**config.mk**
```make
export PLATFORM = sky130hd
export DESIGN_NAME = uart_tx_io
export DESIGN_NICKNAME = d
export VERILOG_FILES = /design/src/rtl/uart_tx_io.sv
export SDC_FILE = /design/constraint.sdc
export NUM_CORES = 1
export LEC_CHECK = 0
export BUFFER_PORTS_ARGS = -buffer_cell sky130_fd_sc_hd__buf_2
export CORE_MARGIN = 4
export CORE_UTILIZATION = 54
export DETAILED_ROUTE_END_ITERATION = 12
export GPL_TIMING_DRIVEN = 0
export PLACE_DENSITY = 0.85
export SLEW_MARGIN = 40
export SYNTH_ARGS = -nofsm -noshare
export SYNTH_HDL_FRONTEND = slang
export SYNTH_SLANG_ARGS = --single-unit
```
**constraint.sdc**
```tcl
create_clock -name clk -period 3.9 [get_ports clk]
set_clock_uncertainty 0.1 [all_clocks]
set_input_delay 0.585 -clock clk [delete_from_list [all_inputs] [get_ports clk]]
set_output_delay 0.585 -clock clk [all_outputs]
set_load 0.005 [all_outputs]
```
**src/rtl/uart_tx_io.sv**
```systemverilog
// rtl/uart_tx_io.sv - FIFO-buffered UART transmitter; define UART_TX_PARITY_EN for an even-parity bit
module uart_tx_io #(
    parameter int DIVISOR = 868,
    parameter int DEPTH   = 8
) (
    input  logic                   clk,
    input  logic                   RSTN,
    input  logic                   EN,
    input  logic [31:0]            P_Data,
    output logic                   tx,
    output logic                   busy,
    output logic                   fifo_full,
    output logic [$clog2(DEPTH):0] fifo_count,
    output logic                   overflow,
    output logic                   tx_done
);
    localparam int AW = $clog2(DEPTH);
    localparam int CW = AW + 1;
    localparam logic [15:0]   RELOAD   = 16'(DIVISOR - 1);
    localparam logic [CW-1:0] FULL_CNT = CW'(DEPTH);

`ifdef UART_TX_PARITY_EN
    typedef enum logic [2:0] {IDLE, START, DATA, PARITY, STOP} state_t;
`else
    typedef enum logic [1:0] {IDLE, START, DATA, STOP} state_t;
`endif

    state_t          state_q, state_d;
    logic [15:0]     cnt_q, cnt_d;
    logic [2:0]      idx_q, idx_d;
    logic [7:0]      shift_q, shift_d;
    logic            tx_q, tx_d;
    logic            done_q, done_d;
    logic            busy_q, busy_d;
    logic            ovf_q, ovf_d;
    logic            full_q, full_d;
    logic [CW-1:0]   count_q, count_d;
    logic [AW-1:0]   wptr_q, wptr_d;
    logic [AW-1:0]   rptr_q, rptr_d;
`ifdef UART_TX_PARITY_EN
    logic            par_q, par_d;
`endif

    logic [7:0]      mem [DEPTH];
    logic            wr, clr, push, pop, bit_end;
    logic [7:0]      head;
    logic            unused_pdata;

    assign unused_pdata = ^P_Data[30:8];

    always_comb begin
        wr      = EN && !P_Data[31];
        clr     = EN && P_Data[31];
        head    = mem[rptr_q];
        bit_end = (cnt_q == 16'd0);
        state_d = state_q;
        cnt_d   = cnt_q;
        idx_d   = idx_q;
        shift_d = shift_q;
        tx_d    = tx_q;
        pop     = 1'b0;
`ifdef UART_TX_PARITY_EN
        par_d   = par_q;
`endif
        case (state_q)
            IDLE: pop = (count_q != '0);
            START: begin
                if (bit_end) begin
                    state_d = DATA;
                    cnt_d   = RELOAD;
                    idx_d   = 3'd0;
                    tx_d    = shift_q[0];
                end else begin
                    cnt_d = cnt_q - 16'd1;
                end
            end
            DATA: begin
                if (bit_end) begin
                    cnt_d = RELOAD;
                    if (idx_q == 3'd7) begin
`ifdef UART_TX_PARITY_EN
                        state_d = PARITY;
                        tx_d    = par_q;
`else
                        state_d = STOP;
                        tx_d    = 1'b1;
`endif
                    end else begin
                        idx_d   = idx_q + 3'd1;
                        shift_d = {1'b0, shift_q[7:1]};
                        tx_d    = shift_q[1];
                    end
                end else begin
                    cnt_d = cnt_q - 16'd1;
                end
            end
`ifdef UART_TX_PARITY_EN
            PARITY: begin
                if (bit_end) begin
                    state_d = STOP;
                    cnt_d   = RELOAD;
                    tx_d    = 1'b1;
                end else begin
                    cnt_d = cnt_q - 16'd1;
                end
            end
`endif
            STOP: begin
                if (bit_end) begin
                    if (count_q != '0) begin
                        pop = 1'b1;
                    end else begin
                        state_d = IDLE;
                        tx_d    = 1'b1;
                    end
                end else begin
                    cnt_d = cnt_q - 16'd1;
                end
            end
            default: begin
                state_d = IDLE;
                tx_d    = 1'b1;
            end
        endcase

        // A pop always starts a frame, whether from IDLE or straight out of STOP
        if (pop) begin
            state_d = START;
            cnt_d   = RELOAD;
            shift_d = head;
            tx_d    = 1'b0;
`ifdef UART_TX_PARITY_EN
            par_d   = ^head;
`endif
        end

        push    = wr && (!full_q || pop);
        count_d = count_q + CW'(push) - CW'(pop);
        wptr_d  = push ? wptr_q + AW'(1) : wptr_q;
        rptr_d  = pop ? rptr_q + AW'(1) : rptr_q;
        full_d  = (count_d == FULL_CNT);
        ovf_d   = clr ? 1'b0 : ((wr && !push) ? 1'b1 : ovf_q);
        busy_d  = (state_d != IDLE) || (count_d != '0);
        done_d  = (state_d == STOP) && (cnt_d == 16'd0);
    end

    always_ff @(posedge clk or negedge RSTN) begin
        if (!RSTN) begin
            state_q <= IDLE;
            cnt_q   <= '0;
            idx_q   <= '0;
            shift_q <= '0;
            tx_q    <= 1'b1;
            done_q  <= 1'b0;
            busy_q  <= 1'b0;
            ovf_q   <= 1'b0;
            full_q  <= 1'b0;
            count_q <= '0;
            wptr_q  <= '0;
            rptr_q  <= '0;
`ifdef UART_TX_PARITY_EN
            par_q   <= 1'b0;
`endif
        end else begin
            state_q <= state_d;
            cnt_q   <= cnt_d;
            idx_q   <= idx_d;
            shift_q <= shift_d;
            tx_q    <= tx_d;
            done_q  <= done_d;
            busy_q  <= busy_d;
            ovf_q   <= ovf_d;
            full_q  <= full_d;
            count_q <= count_d;
            wptr_q  <= wptr_d;
            rptr_q  <= rptr_d;
`ifdef UART_TX_PARITY_EN
            par_q   <= par_d;
`endif
        end
    end

    always_ff @(posedge clk) begin
        if (push) begin
            mem[wptr_q] <= P_Data[7:0];
        end
    end

    assign tx         = tx_q;
    assign busy       = busy_q;
    assign fifo_full  = full_q;
    assign fifo_count = count_q;
    assign overflow   = ovf_q;
    assign tx_done    = done_q;
endmodule

```
==> results.py, run 1 <==
metrics = {
    "clock_network": {
        "cts-root-buf": "clkbuf_8",
        "cts_tree": "done",
        "cts_made_buffers": 9,
        "clkSlewWorstSetupHoldPaths_ns": 0.11,
        "ctsHoldBuffers": 0,
        "clock-sinks": 108,
        "ctsHtreeMaxLevel": 3,
        "insertion_delay_ns": 0.39,
        "cts_max_path_buffers": 2,
    },
    "critical_path": {
        "critical_path.max_fanout": 7,
        "r2r-end": "busy",
        "reg2regPathDepth": 17,
        "critPathCaptureType": "flip-flop",
        "r2r_start": "cnt_q[0]",
        "critPathKind": "reg -> reg",
        "critPathLaunchType": "flip-flop",
        "reg2reg_setup_slack_ns": 0.17,
        "critPathArrivalTime_ns": 3.90,
        "crit_required_ns": 4.07,
    },
    "cells_and_area": {
        "layout.nets": 482,
        "final_common_cell": "edfxtp_1",
        "diodes": 0,
        "drive_gt1_share_pct": 22.5,
        "areaGrowthSynthToFinish_pct": 12.5,
        "most-common-layout-cells": "edfxtp_1 (64), dfrtp_1 (41), nand2_1 (31)",
    },
    "placement": {
        "dp_hpwl_um": 7620,
        "gp_congestion": 0.944,
        "portBuffers": 20,
    },
    "power_and_ir_drop": {
        "total_power_uw": 2390,
        "p_comb_share_pct": 13.6,
        "peakVddDrop_mv": 0.298,
        "p_leak_uw": 0.00216,
        "p_sw_uw": 697,
        "internal_power_uw": 1690,
        "powerDensity_nw_per_um2": 415,
        "switching_share_pct": 29.2,
        "pwr-share-clk_pct": 29.4,
        "seqPwrFrac_pct": 57.0,
    },
    "yosys": {
        "synthCells": 390,
        "synth.distinct_cells": 65,
        "synth.net_count": 441,
        "synth-async-reset-ratio_pct": 40.7,
        "ys_ff_latch": 108,
        "synth_seq_area_share_pct": 59.1,
        "synth.avg_cell_area_um2": 13.1,
        "synth_edf_count": 64,
        "synthesis.area_um2": 5120,
        "synthFlopType": "edfxtp_1",
        "yosys_warnings": 0,
    },
    "die": {
        "core_area_um2": 9240,
        "io_pins": 44,
        "rows": 35,
        "start_util_pct": 55.4,
        "die_y_um": 105,
        "die-area_um2": 11100,
        "die_x_um": 105,
    },
    "detailed_routing": {
        "post_drt_wl_per_cell_um": 19.7,
        "finalWirelength_um": 11100,
        "drc": 0,
        "drt_iter0_markers": 234,
        "drt-pass1-iter-count": 5,
        "antenna_left": 0,
        "vias": 3369,
        "routed_via_density": 5.96,
    },
    "global_routing": {
        "grtUsageTotal_pct": 21.5,
        "grt_overflow_total": 0,
        "antenna_found_initial": 0,
        "grt_pass1_wl_um": 18400,
        "grt_max_degree": 45,
        "grt_pass1_vias": 3446,
    },
    "min_path": {
        "min_path_type": "in -> async",
    },
    "sta": {
        "fin_crit_sh_pct": 95.6,
        "finalHoldViolations": 0,
        "max_slew_margin_pct": 48.1,
        "worst_hold_slack_ns": 0.0904,
        "tightestPinTransition_ns": 0.775,
        "finalSetupViolCount": 0,
        "slew_viol_final": 0,
        "rsz0062_at_grt": "no",
        "min_period_ns": 3.73,
        "fmax_ghz": 0.268,
    },
    "job": {
        "drv_cap": 0,
    },
    "status": {
        "status": "finished, final reports clean",
    },
}
-- what timing repair did --
item	4_1_cts	5_1_grt
setup buffers	2	9
pin swaps	1	1
setup endpoints to repair	2	1
resized for setup	10	9
-- power groups by stage --
stage                     logic, uW  clock network (uW)  registers, uW
after global routing            361                 755           1370
after global placement          280                   0           1370
after detailed placement        314                   0           1380
after CTS                       315                 704           1350
after floorplan                 192                   0           1360
final                           324                 702           1360
-- worst max path at each step --
stage	end	depth (start not counted)	slack [ns]	from
global placement	busy	16	-0.34	cnt_q[0]
floorplan	busy	17	0.25	cnt_q[0]
detailed placement	busy	16	-0.41	fifo_count[2]
global route	busy	17	0.003	state_q[0]
finish	busy	17	0.17	cnt_q[0]
CTS	busy	17	0.008	cnt_q[0]
-- cell families (layout without fill, tap and decap cells) --
logic type,count (synthesis),in the layout,synth area share (%)
buf+inv,34,80,2.64
fa+ha+maj,16,16,4.06
xor+xnor,6,6,1.03
compound gates,72,72,9.71
flops,108,108,59.1
mux,25,25,8.83
simple gates,129,129,14.6
-- per-stage QoR --
step	TNS, ns	util (%)	std cells	area (um2)	setup slack, ns
floorplan	0	-	390	5120	0.255
global placement	-1.03	58.2	539	5380	-0.335
detailed placement	-0.527	58.4	539	5400	-0.411
CTS	0	61.2	557	5660	0.00849
global route	0	62.3	565	5760	0.00338
finish	0	62.3	565	5760	0.172
-- Yosys cell counts (all sizes together), types with 2 or more instances --
library cell	count	area [um2]
or3b	2	17.5
a211oi	10	80.1
a21oi	20	104
and3	2	12.5
and2	6	37.5
a22o	4	35.0
mux4	16	360
nor3b	5	53.8
a21o	2	15.0
nand2b	5	31.3
xnor2	5	43.8
nand2	31	116
nor4	4	55.1
ha	15	188
o22ai	2	12.5
clkbuf	10	37.5
mux2i	8	80.1
clkinv	2	7.51
a31oi	4	25.0
or2	3	18.8
or4	2	15.0
buf	6	30.0
edfxtp	64	1920
nand3b	2	15.0
o21ai	13	65.1
or3	7	43.8
inv	16	60.1
dfrtp	43	1080
nor2	19	71.3
nor3	13	70.1
nand3	7	35.0
nand4	8	56.3
o31ai	4	30.0
o211ai	3	22.5
nor2b	8	50.1
-- critical path, cell delays in order, from the launching register on --
cell and delay, ns:
dfrtp_2 0.45, inv_1 0.06, ha_1 0.21, nor3b_4 0.28
nand4_4 0.18, o22a_4 0.26, nand2_1 0.06, and3b_2 0.24
inv_1 0.09, ha_1 0.30, inv_1 0.07, ha_1 0.16
inv_1 0.06, fa_1 0.47, inv_1 0.06, nor3_2 0.19
nand2_1 0.07, or3_1 0.31
-- state kept, by name, summed over array words and instances (netlist names) --
name	cells
busy	1
cnt_q	16
fifo_count	4
fifo_full	1
idx_q	3
mem	64
overflow	1
rptr_q	3
shift_q	8
state_q	2
tx	1
tx_done	1
wptr_q	3
-- final cells by class --
cell class              count  area [um2]
plain buffers              15        70.1
clock buffers               9         124
clock inverters             7        86.3
fillers                   679        3480
inverters                  18        71.3
multi-input cells         248        2030
flip-flops and latches    108        3030
well taps                 129         161
repair buffers             31         185
-- layer usage --
metal	routed length (um)	part of all wire, %	track usage, %
met3	577	5.2	3.49
met4	240	2.2	8.81
met2	5690	51	35.7
met5	0	0	0
met1	4600	41	28.3
No activity file was read; power rests on OpenSTA's default activity.
==> inputs of run 2 (changes only) <==
--- a/config.mk
+++ b/config.mk
@@ -9,7 +9,6 @@
 export CORE_MARGIN = 4
 export CORE_UTILIZATION = 54
 export DETAILED_ROUTE_END_ITERATION = 12
-export GPL_TIMING_DRIVEN = 0
 export PLACE_DENSITY = 0.85
 export SLEW_MARGIN = 40
 export SYNTH_ARGS = -nofsm -noshare
==> run 2 against run 1 <==
  * Flip-flop and latch count unchanged
  * Power rose by 0.82%
  * Register-to-register slack gained 0.06 ns
  * Critical path type unchanged
  * Hold slack worse by 0.0097 ns
  * Wire length decreased by 5.8%
  * Critical path depth did not move
  * Non-clock buffer count decreased by 8
  * Highest routed layer unchanged
  * Clock-buffer cell count is the same
  * Cell area decreased by 1.1%
  * Via count is 1.9% lower
==> results.py, run 2 (synthesis results as in run 1) <==
metrics = {
    "cells_and_area": {
        "layout.nets": 474,
        "final_area_um2": 5690,
        "final_common_cell": "edfxtp_1",
        "areaGrowthSynthToFinish_pct": 11.3,
        "drive_gt1_share_pct": 21.3,
        "diodes": 0,
        "largest_reg_flops": 64,
        "n_fill_cell": 692,
        "fin_cells": 557,
        "reg.largest.list": "mem (64), cnt_q (16), shift_q (8)",
        "post-route-util_pct": 61.6,
        "largest-register": "mem",
        "most-common-layout-cells": "edfxtp_1 (64), dfrtp_1 (42), nand2_1 (31)",
    },
    "critical_path": {
        "r2r_start": "cnt_q[0]",
        "reg2reg_setup_slack_ns": 0.24,
        "critPathCaptureType": "flip-flop",
        "crit_path_max_incr_delay_ns": 0.47,
        "crit_required_ns": 4.07,
        "reg2regPathDepth": 17,
        "critPathArrivalTime_ns": 3.84,
        "crit_slowest_cell": "dfrtp_2",
        "cpLargestDelayFamily": "simple AND/OR/NAND/NOR gates",
        "cp.buffers_inverters": 5,
        "crit_path_frequent_cell": "inv_1",
        "critical_path.max_fanout": 5,
        "worstPathCellList": "inv_1, ha_1, nor3b_4, nand4_2, o22a_1, nand2_1, and3b_2, inv_1, ha_1, inv_1, ha_1, inv_1, fa_1, inv_1, nor3_2, nand2_1, or3_1",
        "critPathKind": "reg -> reg",
        "r2r-end": "busy",
        "critPathLaunchType": "flip-flop",
    },
    "die": {
        "die_y_um": 105,
        "start_util_pct": 55.4,
        "core_area_um2": 9240,
        "rows": 35,
        "die-area_um2": 11100,
        "die_x_um": 105,
        "io_pins": 44,
    },
    "min_path": {
        "min_path_type": "in -> async",
    },
    "global_routing": {
        "grtUsageMet3_pct": 4.16,
        "groute.layer.met2.usage_pct": 35.5,
        "grt_pass1_wl_um": 17400,
        "grtUsageTotal_pct": 20.3,
        "grt-busiest-layer": "met2",
        "grt_pass1_vias": 3350,
        "grtUsageMet1_pct": 25.3,
        "grt_max_degree": 45,
        "antenna_found_initial": 0,
        "grt_overflow_total": 0,
    },
    "placement": {
        "place_area_um2": 5450,
        "portBuffers": 20,
        "gp_congestion": 0.965,
        "dp_hpwl_um": 7130,
        "placed_cells": 541,
    },
    "detailed_routing": {
        "drc": 0,
        "drt_iter0_markers": 163,
        "drt-pass1-iter-count": 4,
        "post_drt_wl_per_cell_um": 18.8,
        "vias": 3306,
        "antenna_left": 0,
        "finalWirelength_um": 10500,
        "routed_via_density": 5.94,
    },
    "power_and_ir_drop": {
        "powerDensity_nw_per_um2": 423,
        "peakVddDrop_mv": 0.359,
        "p_leak_uw": 0.00218,
    },
    "sta": {
        "fmax_ghz": 0.273,
        "tns_ns": 0,
        "max_slew_margin_pct": 48.4,
        "min_period_ns": 3.66,
        "slew_viol_final": 0,
        "finalHoldViolations": 0,
        "fin_crit_sh_pct": 94.0,
        "finalSetupViolCount": 0,
        "tightestPinTransition_ns": 0.772,
    },
    "clock_network": {
        "clkSlewWorstSetupHoldPaths_ns": 0.12,
        "ctsHtreeMaxLevel": 3,
        "cts_tree": "done",
        "clock-sinks": 108,
        "cts_made_buffers": 9,
        "insertion_delay_ns": 0.38,
        "cts-root-buf": "clkbuf_8",
        "ctsHoldBuffers": 0,
        "cts_max_path_buffers": 2,
        "post-cts-setup-buffers": 0,
    },
    "job": {
        "drv_cap": 0,
    },
    "status": {
        "status": "finished, final reports clean",
    },
}
==> run 2: cell types whose count changed in the layout (fill, tap and decap cells not counted), moves of 3 or more <==
cell	previous run	this run
buf_4	15	19
clkbuf_1	8	0
nor3_1	8	11
nor3_4	3	0
==> run 2: what timing repair did <==
item,CTS,global route
endpoints found under the hold margin,0,0
resized for setup,0,5
endpoints found under the setup margin,0,1
==> run 2: worst max path at each step <==
stage	from	endpoint	slack [ns]	depth (start not counted)
2_1_floorplan	cnt_q[0]	busy	0.25	17
3_3_place_gp	cnt_q[0]	busy	0.23	17
3_5_place_dp	cnt_q[0]	busy	0.18	17
4_1_cts	cnt_q[0]	busy	0.13	17
5_1_grt	cnt_q[0]	busy	-0.009	17
6_report	cnt_q[0]	busy	0.24	17
==> run 2: cell type report <==
type	count	area (um2)	share of cell area, %
Clock buffer	9	124	2.18
Clock inverter	7	103	1.80
Multi-Input combinational cell	248	1980	34.7
Tap cell	129	161	2.83
Inverter	18	67.6	1.19
Timing Repair Buffer	38	238	4.17
Sequential cell	108	3030	53.1
==> run 2: per-stage QoR <==
stage / hold WS, ns / total power, uW / worst slack [ns]
after global routing: 0.120 / 2520 / -0.00891
after global placement: 0.400 / 1650 / 0.232
after floorplan: 0.189 / 1560 / 0.255
final: 0.0806 / 2410 / 0.235
after detailed placement: 0.412 / 1670 / 0.180
after CTS: 0.0951 / 2410 / 0.135
==> run 2: power by group <==
part	total, uW	switching [uW]	leakage (uW)	internal (uW)
sequential	1350	49.7	0.00111	1300
clock	746	426	0.000113	320
combinational	313	180	0.000955	133
==> run 2: per-layer routing <==
| layer | wire length (um) | vias to the layer above |
|---|---|---|
| met2 | 5530 | 93 |
| met5 | 0 | - |
| met1 | 4250 | 1653 |
| li1 | - | 1545 |
| met3 | 495 | 15 |
| met4 | 194 | 0 |
==> inputs of run 3 (changes only) <==
==> config.mk (replaced) <==
export PLATFORM = sky130hd
export DESIGN_NAME = uart_tx_io
export DESIGN_NICKNAME = d
export VERILOG_FILES = /design/src/rtl/uart_tx_io.sv
export SDC_FILE = /design/constraint.sdc
export NUM_CORES = 1
export LEC_CHECK = 0
export CELL_PAD_IN_SITES_DETAIL_PLACEMENT = 1
export CELL_PAD_IN_SITES_GLOBAL_PLACEMENT = 1
export CORE_MARGIN = 4
export CORE_UTILIZATION = 47
export DETAILED_ROUTE_END_ITERATION = 12
export DONT_BUFFER_PORTS = 1
export GPL_TIMING_DRIVEN = 0
export PLACE_DENSITY = 0.84
export SLEW_MARGIN = 40
export SYNTH_ARGS = -nofsm -noshare
export SYNTH_HDL_FRONTEND = slang
export SYNTH_SLANG_ARGS = --single-unit
==> run 3 against run 2 <==
  * Combinational power rose by 2%
  * Largest cell class unchanged
  * Non-clock buffer count fell by 11
  * Flip-flop and latch count did not move
  * Via count rose by 0.18%
==> results.py, run 3 (synthesis results as in run 1) <==
metrics = {
    "detailed_routing": {
        "vias": 3312,
        "routed.top_layer": "met4",
        "post_drt_wl_per_cell_um": 22.2,
        "drc": 0,
        "wl_met3_um": 461,
        "drt_iter0_markers": 208,
        "routed_via_density": 5.99,
        "finalWirelength_um": 12300,
        "antenna_left": 0,
        "drt-pass1-iter-count": 4,
        "wl_met2_um": 6410,
        "wl_met1_um": 5050,
    },
    "clock_network": {
        "clock-sinks": 108,
        "cts-root-buf": "clkbuf_8",
        "clkSlewWorstSetupHoldPaths_ns": 0.11,
        "cts_made_buffers": 9,
        "insertion_delay_ns": 0.39,
        "cts_tree": "done",
        "ctsHtreeMaxLevel": 3,
        "cts_max_path_buffers": 2,
    },
    "die": {
        "start_util_pct": 48.9,
        "io_pins": 44,
        "rows": 37,
        "core_area_um2": 10500,
        "die_y_um": 112,
        "die-area_um2": 12600,
        "die_x_um": 112,
    },
    "placement": {
        "portBuffers": 0,
        "dp_hpwl_um": 8730,
        "placed_cells": 526,
        "gp_congestion": 0.882,
        "place_area_um2": 5300,
    },
    "cells_and_area": {
        "n_fill_cell": 1047,
        "most-common-layout-cells": "edfxtp_1 (64), dfrtp_1 (40), nand2_1 (31)",
        "multi_input_area_um2": 2060,
        "final_area_um2": 5750,
        "fin_cells": 553,
        "areaGrowthSynthToFinish_pct": 12.4,
        "largest_reg_flops": 64,
        "post-route-util_pct": 55.0,
        "seqCellArea_um2": 3030,
        "drive_gt1_share_pct": 20.6,
        "largest-register": "mem",
        "final_common_cell": "edfxtp_1",
        "layout.nets": 463,
        "reg.largest.list": "mem (64), cnt_q (16), shift_q (8)",
        "diodes": 0,
    },
    "sta": {
        "fmax_ghz": 0.266,
        "finalSetupViolCount": 0,
        "fin_crit_sh_pct": 96.5,
        "max_slew_margin_pct": 53.9,
        "worst_hold_slack_ns": 0.179,
        "min_period_ns": 3.76,
        "finalHoldViolations": 0,
        "slew_viol_final": 0,
        "tightestPinTransition_ns": 0.691,
    },
    "critical_path": {
        "crit_required_ns": 4.06,
        "critPathLaunchType": "flip-flop",
        "critPathArrivalTime_ns": 3.93,
        "critical_path.max_fanout": 4,
        "critPathKind": "reg -> reg",
        "critPathCaptureType": "flip-flop",
    },
    "power_and_ir_drop": {
        "total_power_uw": 2440,
        "powerDensity_nw_per_um2": 424,
        "p_leak_uw": 0.00210,
        "peakVddDrop_mv": 0.322,
    },
    "global_routing": {
        "antenna_found_initial": 0,
        "grt_pass1_wl_um": 20600,
        "grt_overflow_total": 0,
        "grt_max_degree": 45,
        "grtUsageTotal_pct": 21.0,
        "grt_pass1_vias": 3738,
    },
    "job": {
        "drv_cap": 0,
    },
    "min_path": {
        "min_path_type": "in -> reg",
    },
    "status": {
        "status": "finished, final reports clean",
    },
}
run 3: changes by cell type in the layout (fill, tap and decap cells not counted), sizes merged:
cell / previous run / this run
dlygate4sd3: 0 / 1
clkinvlp: 0 / 1
clkbuf: 9 / 17
clkinv: 5 / 4
buf: 38 / 18
run 3: final cells by class:
| type | count | share of cell area [%] |
|---|---|---|
| clock buffers | 9 | 2.15 |
| plain buffers | 14 | 1.33 |
| flip-flops and latches | 108 | 52.6 |
| inverters | 18 | 1.31 |
| well taps | 136 | 2.96 |
| clock inverters | 7 | 1.76 |
| multi-input cells | 248 | 35.8 |
| repair buffers | 13 | 2.09 |
run 3: layer usage:
metal	vias to the layer above	global-route usage (%)
met1	1671	26.8
met4	0	7.29
met5	-	0
li1	1535	-
met2	78	36.1
met3	28	4.10
run 3: worst paths after layout:
check                                  to     startpoint  slack [ns]  depth (start not counted)
min in group asynchronous       cnt_q[11]           RSTN        0.59                          2
max in group asynchronous              tx           RSTN        2.84                          2
worst max-delay path                 busy  fifo_count[2]        0.14                         17
worst max register to register       busy  fifo_count[2]        0.14                         17
worst min-delay path             overflow             EN        0.18                          1
worst min register to register  wptr_q[0]      wptr_q[0]        0.45                          2
run 3: where the power goes:
group,switching [uW],total (uW),internal [uW]
Combinational,185,318,133
Clock,425,743,318
Sequential,76.5,1380,1300
run 3: critical path, cell delays in order, from the launching register on:
cell and delay, ns:
dfrtp_1 0.42, inv_2 0.07, ha_1 0.15, or3b_4 0.43
nand4b_1 0.13, o22a_4 0.19, nand2_1 0.05, and3b_2 0.22
inv_2 0.07, ha_1 0.24, inv_2 0.07, ha_4 0.12
inv_1 0.05, fa_1 0.48, inv_1 0.07, nor3_2 0.21
nand2_1 0.16, or3_1 0.39
run 3: what timing repair did:
action,in CTS,in global routing
pin swaps,1,4
setup buffers,5,6
cloned,0,0
endpoints found under the setup margin,2,1
resized for setup,19,9
hold buffers,2,0
endpoints found under the hold margin,44,0
run 3: metrics by stage:
| stage | setup TNS, ns | setup WS [ns] |
|---|---|---|
| floorplan | 0 | 0.255 |
| global placement | -1.55 | -0.443 |
| detailed placement | -0.824 | -0.621 |
| CTS | 0 | 0.00173 |
| global route | -0.0414 | -0.0414 |
| finish | 0 | 0.135 |
